$ cat src/rtl/fetch_unit_if.sv
// ---------------------------------------------------------------------------
// fetch_unit_if
// Bundles every signal the fetch stage exchanges with its neighbours except
// clock and reset.
//   redirect, redirect_pc  : branch redirect pulse and its new PC
//   mem_re, mem_raddr      : instruction memory read request and address
//   mem_rvalid, mem_rdata  : in-order memory response
//   q_push, q_data         : push into the downstream instruction FIFO
//   q_pop_done             : consumer popped one FIFO entry (returns a credit)
// The master modport is the fetch unit; the slave modport is everything
// around it (memory, FIFO, branch logic).
// ---------------------------------------------------------------------------
interface fetch_unit_if;
  logic        redirect;
  logic [15:0] redirect_pc;
  logic        mem_re;
  logic [15:0] mem_raddr;
  logic        mem_rvalid;
  logic [15:0] mem_rdata;
  logic        q_push;
  logic [15:0] q_data;
  logic        q_pop_done;

  modport master (
    input  redirect, redirect_pc, mem_rvalid, mem_rdata, q_pop_done,
    output mem_re, mem_raddr, q_push, q_data
  );

  modport slave (
    output redirect, redirect_pc, mem_rvalid, mem_rdata, q_pop_done,
    input  mem_re, mem_raddr, q_push, q_data
  );
endinterface

$ cat src/rtl/fetch_unit.sv
// ---------------------------------------------------------------------------
// fetch_unit
// Instruction fetch stage feeding a 16-bit instruction FIFO. Walks a 16-bit
// PC, issues in-order reads to instruction memory, and pushes each returned
// word into the FIFO. Credit-based flow control guarantees a push never meets
// a full FIFO. A redirect restarts fetch at a new PC and drops every response
// that was still in flight.
// Ports:
//   clk    : clock, all state changes on posedge
//   reset  : synchronous active-high reset
//   bus    : fetch_unit_if.master (redirect, memory and FIFO signals)
// Parameters:
//   DEPTH_LOG2 : log2 of FIFO capacity; credits start at 1<<DEPTH_LOG2
//   MAX_OUT    : maximum outstanding memory reads (1..15)
//   RESET_PC   : PC value after reset
// ---------------------------------------------------------------------------
module fetch_unit #(
  parameter int          DEPTH_LOG2 = 5,
  parameter int          MAX_OUT    = 4,
  parameter logic [15:0] RESET_PC   = 16'h0000
) (
  input  logic          clk,
  input  logic          reset,
  fetch_unit_if.master  bus
);

  localparam int CW = DEPTH_LOG2 + 1;
  localparam logic [CW-1:0] CREDITS_INIT = CW'(1) << DEPTH_LOG2;

  logic [15:0]   r_pc;
  logic [CW-1:0] r_credits;
  logic [3:0]    r_outstanding;
  logic [3:0]    r_discard;

  logic w_iss;
  logic w_rvalid;
  logic w_stale;
  logic w_push;
  logic w_staleReturn;

  // Request/response qualification. A response with nothing outstanding is
  // a protocol error and is dropped entirely, so w_rvalid is the only
  // response signal the counters ever look at. A response is stale when a
  // redirect lands in the same cycle or earlier redirects still have
  // responses to drain; stale responses hand their reserved credit back.
  always_comb begin
    w_rvalid      = !reset && bus.mem_rvalid && (r_outstanding != 4'd0);
    w_stale       = bus.redirect || (r_discard != 4'd0);
    w_iss         = !reset && !bus.redirect &&
                    (r_outstanding < 4'(MAX_OUT)) && (r_credits != '0);
    w_push        = w_rvalid && !w_stale;
    w_staleReturn = w_rvalid && w_stale;
  end

  assign bus.mem_re    = w_iss;
  assign bus.mem_raddr = r_pc;
  assign bus.q_push    = w_push;
  assign bus.q_data    = bus.mem_rdata;

  // State update. All counter terms apply together in one cycle. A credit is
  // reserved when a read issues; it is released either by the consumer's pop
  // (for words that made it into the FIFO) or directly when a stale response
  // is thrown away. On redirect every response still pending after this
  // cycle must be discarded, which is outstanding minus the one (if any)
  // arriving now.
  always_ff @(posedge clk) begin
    if (reset) begin
      r_pc          <= RESET_PC;
      r_credits     <= CREDITS_INIT;
      r_outstanding <= 4'd0;
      r_discard     <= 4'd0;
    end else begin
      r_credits     <= r_credits - CW'(w_iss) + CW'(bus.q_pop_done)
                       + CW'(w_staleReturn);
      r_outstanding <= r_outstanding + 4'(w_iss) - 4'(w_rvalid);

      if (bus.redirect) begin
        r_pc      <= bus.redirect_pc;
        r_discard <= r_outstanding - 4'(w_rvalid);
      end else begin
        if (w_iss) begin
          r_pc <= r_pc + 16'd1;
        end
        if (w_staleReturn) begin
          r_discard <= r_discard - 4'd1;
        end
      end
    end
  end

endmodule
$ cat src/flat_wrapper.sv
// flat-port wrapper written by rule: the top's interface ports become plain ports
module fetch_unit_flat 
#(
  parameter int          DEPTH_LOG2 = 5,
  parameter int          MAX_OUT    = 4,
  parameter logic [15:0] RESET_PC   = 16'h0000
)
  (clk, reset, bus_redirect, bus_redirect_pc, bus_mem_rvalid, bus_mem_rdata, bus_q_pop_done, bus_mem_re, bus_mem_raddr, bus_q_push, bus_q_data);
  fetch_unit_if bus_i ();
  input  logic clk;
  input  logic reset;
  input wire logic [$bits(bus_i.redirect)-1:0] bus_redirect;
  input wire logic [$bits(bus_i.redirect_pc)-1:0] bus_redirect_pc;
  input wire logic [$bits(bus_i.mem_rvalid)-1:0] bus_mem_rvalid;
  input wire logic [$bits(bus_i.mem_rdata)-1:0] bus_mem_rdata;
  input wire logic [$bits(bus_i.q_pop_done)-1:0] bus_q_pop_done;
  output wire logic [$bits(bus_i.mem_re)-1:0] bus_mem_re;
  output wire logic [$bits(bus_i.mem_raddr)-1:0] bus_mem_raddr;
  output wire logic [$bits(bus_i.q_push)-1:0] bus_q_push;
  output wire logic [$bits(bus_i.q_data)-1:0] bus_q_data;
  assign bus_i.redirect = bus_redirect;
  assign bus_i.redirect_pc = bus_redirect_pc;
  assign bus_i.mem_rvalid = bus_mem_rvalid;
  assign bus_i.mem_rdata = bus_mem_rdata;
  assign bus_i.q_pop_done = bus_q_pop_done;
  assign bus_mem_re = bus_i.mem_re;
  assign bus_mem_raddr = bus_i.mem_raddr;
  assign bus_q_push = bus_i.q_push;
  assign bus_q_data = bus_i.q_data;
  fetch_unit #(.DEPTH_LOG2(DEPTH_LOG2), .MAX_OUT(MAX_OUT), .RESET_PC(RESET_PC)) u_core (.clk(clk), .reset(reset), .bus(bus_i));
endmodule
$ cat config.mk
export PLATFORM = sky130hd
export DESIGN_NAME = fetch_unit_flat
export DESIGN_NICKNAME = d
export VERILOG_FILES = /design/src/rtl/fetch_unit_if.sv /design/src/rtl/fetch_unit.sv /design/src/flat_wrapper.sv
export SDC_FILE = /design/constraint.sdc
export NUM_CORES = 1
export LEC_CHECK = 0
export CELL_PAD_IN_SITES_DETAIL_PLACEMENT = 1
export CELL_PAD_IN_SITES_GLOBAL_PLACEMENT = 1
export CORE_ASPECT_RATIO = 1.25
export CORE_UTILIZATION = 25
export DETAILED_ROUTE_END_ITERATION = 6
export PLACE_DENSITY_LB_ADDON = 0.3
export RECOVER_POWER = 25
export SLEW_MARGIN = 10
export SYNTH_ARGS = -nofsm -noshare
export SYNTH_HDL_FRONTEND = slang
export SYNTH_SLANG_ARGS = --single-unit
$ cat constraint.sdc
create_clock -name clk -period 7.2 [get_ports clk]
set_input_delay 0.72 -clock clk [delete_from_list [all_inputs] [get_ports clk]]
set_output_delay 0.72 -clock clk [all_outputs]
set_load 0.03 [all_outputs]
==> reports/qor.yml <==
final_hold_viol_count: 0
min-delay-start: "u_core.bus.mem_raddr[14]"
die_h_um: 102.7
crit_path_start_kind: "primary input"
antenna_found_initial: 0
dpl-instance-area_mm2: 0.002385
worstReg2RegStart: "u_core.r_credits[2]"
ir_worst_vdd_mv: 0.09887
required_ns: 6.48
dieArea_mm2: 0.008484
rsz0062_at_grt: "no"
initialDrtViolationCount: 51
ios: 71
seqCellArea_um2: 600.6
h-tree-depth: 2
max_slew.worst_pin.slew_ns: 0.9803
wl_per_cell_um: 13.88
grtUsageMet2: 0.2327
areaGrowthSynthToFinish_pct: 22.93
postLayoutCellArea_mm2: 0.002495
synthesis.area_mm2: 0.002029
ys_seq_area_frac: 0.2959
outcome: "completed"
hold_class: "reg2reg"
grt.total_usage: 0.1293
synth_edf_count: 0
crit_type: "in2out"
final_util: 0.3183
yosys.area.top_type: "dfxtp_1"
endpoint_kind: "primary output"
synth_area_per_cell_um2: 8.456
die_w_um: 82.59
drt-pass1-iter-count: 4
multi_input_area_mm2: 0.001176
crit_start: "bus_redirect"
cap_violations: 0
synth_fp_nets: 297
vias: 1717
num_rows: 36
tns_ns: 0
cts_tree: "done"
io_buffer_count: 38
p_leak_nw: 0.9370
place.gp.congestion: 0.7140
yosysMostFrequentCell: "dfxtp_1"
arrival_ns: 2.85
ctsHoldBuffers: 0
grt_busiest_layer: "met2"
grt_max_degree: 34
cellPowerDensity_mw_per_mm2: 306.6
clk_latency_ns: 0.28
post-route-period-util: 0.4952
n_antenna_cell: 0
grt_pass1_wl_um: 8259
grt_use_met3: 0.02478
synth-seq-cells: 30
drtAntennaViolNets: 0
path_max_fanout: 12
wl_um: 4955
cts_resized: 0
post-cts-setup-buffers: 0
gr-usage-met1: 0.1522
grt_pass1_vias: 1742
numClockSinks: 30
finClkSkew_ns: 0.007391
async_flop_share: 0
nets: 318
netlist_instances: 240
synthDistinctLibCells: 46
drc: 0
period_minus_slack_ns: 3.565
clockRootBuffer: "clkbuf_8"
yosys_warnings: 0
synth_top_area_share: 0.2959
hpwl_um: 3686
setup_viol: 0
cts_buffer_depth: 2
drive_gt1_frac: 0.04198
slew_violations: 0
avgViaCountPerCell: 4.810
overflow: 0
cts.clk_slew.worst_paths_ns: 0.06
slew_headroom: 0.3457
fillCellCount: 955
start_util: 0.2589
synthTopCellsByArea: "dfxtp_1 30%, ha_1 10%, xnor2_1 6.5%"
fmax_mhz: 280.5
ys_top_cells_by_count: "30 x dfxtp_1, 25 x inv_1, 21 x nor2_1"
core_area_mm2: 0.007838
synth_ff_type: "dfxtp_1"
numCtsBuffers: 5
-- area by class of cell --
cell class | count | area share
tap | 95 | 0.04764
sequential | 30 | 0.2407
clock buffer | 8 | 0.04413
timing repair buffer | 40 | 0.1585
inverter | 25 | 0.03761
multi-input combinational | 159 | 0.4714
-- power breakdown --
part           switching (mW)  internal, mW
registers              0.0313         0.204
clock network          0.0665        0.0965
logic                   0.198         0.169
total                   0.296         0.469
-- worst max-delay path: stages --
cell,delay (ns)
clkdlybuf4s50_1,0.63
or4b_1,0.67
nor2_1,0.14
clkdlybuf4s50_1,0.68
-- worst paths after layout --
| kind | to | slack [ns] | cells after the start |
|---|---|---|---|
| setup / recovery | bus_q_push | 3.63 | 4 |
| hold reg to reg | u_core.bus.mem_raddr[14] | 0.54 | 2 |
| setup reg to reg | u_core.r_credits[5] | 3.89 | 12 |
| hold / removal | u_core.bus.mem_raddr[14] | 0.54 | 2 |
-- per-layer routing --
metal	wire length (um)	share of wire
met5	0	0
met4	76	0.015
met3	192	0.039
met2	2440	0.49
met1	2246	0.45
-- stage by stage --
step	setup WS (ns)	hold slack (ns)	power, mW	cells
after floorplan	3.929	0.5282	0.5231	240
after global placement	3.554	0.5183	0.5978	349
after detailed placement	3.429	0.5367	0.6084	349
after CTS	3.573	0.5473	0.7792	357
after global routing	3.392	0.5760	0.8381	357
final	3.635	0.5381	0.7648	357
-- flip-flops by register name, indices dropped and copies added, names as in the netlist --
register              flops
u_core.r_credits          6
u_core.r_outstanding      4
u_core.r_discard          4
u_core.bus.mem_raddr     16
-- placed cells by master, fill, tap and decap left out, types with 3 or more instances in the layout --
master / instances
xor2_1: 5
nand2_1: 12
nor3_1: 7
nor4_1: 7
a21oi_1: 6
nand4_1: 5
clkbuf_8: 8
fa_1: 3
dfxtp_1: 30
xnor2_1: 15
clkdlybuf4s50_1: 38
nand3_1: 6
inv_1: 25
or4_1: 3
a211oi_1: 11
nor2_1: 21
ha_1: 17
a311oi_1: 3
o21ai_0: 3
nor2b_1: 4
-- kinds of logic after synthesis --
group | after synthesis | synth area share
XOR/XNOR | 20 | 0.08631
adder cells (fa/ha/maj) | 20 | 0.1344
AO/OA/AOI/OAI | 38 | 0.1363
flip-flops | 30 | 0.2959
buffers and inverters | 51 | 0.1245
AND/OR/NAND/NOR | 80 | 0.2176
multiplexers | 1 | 0.004932
Power figures use the tool's default switching activity.
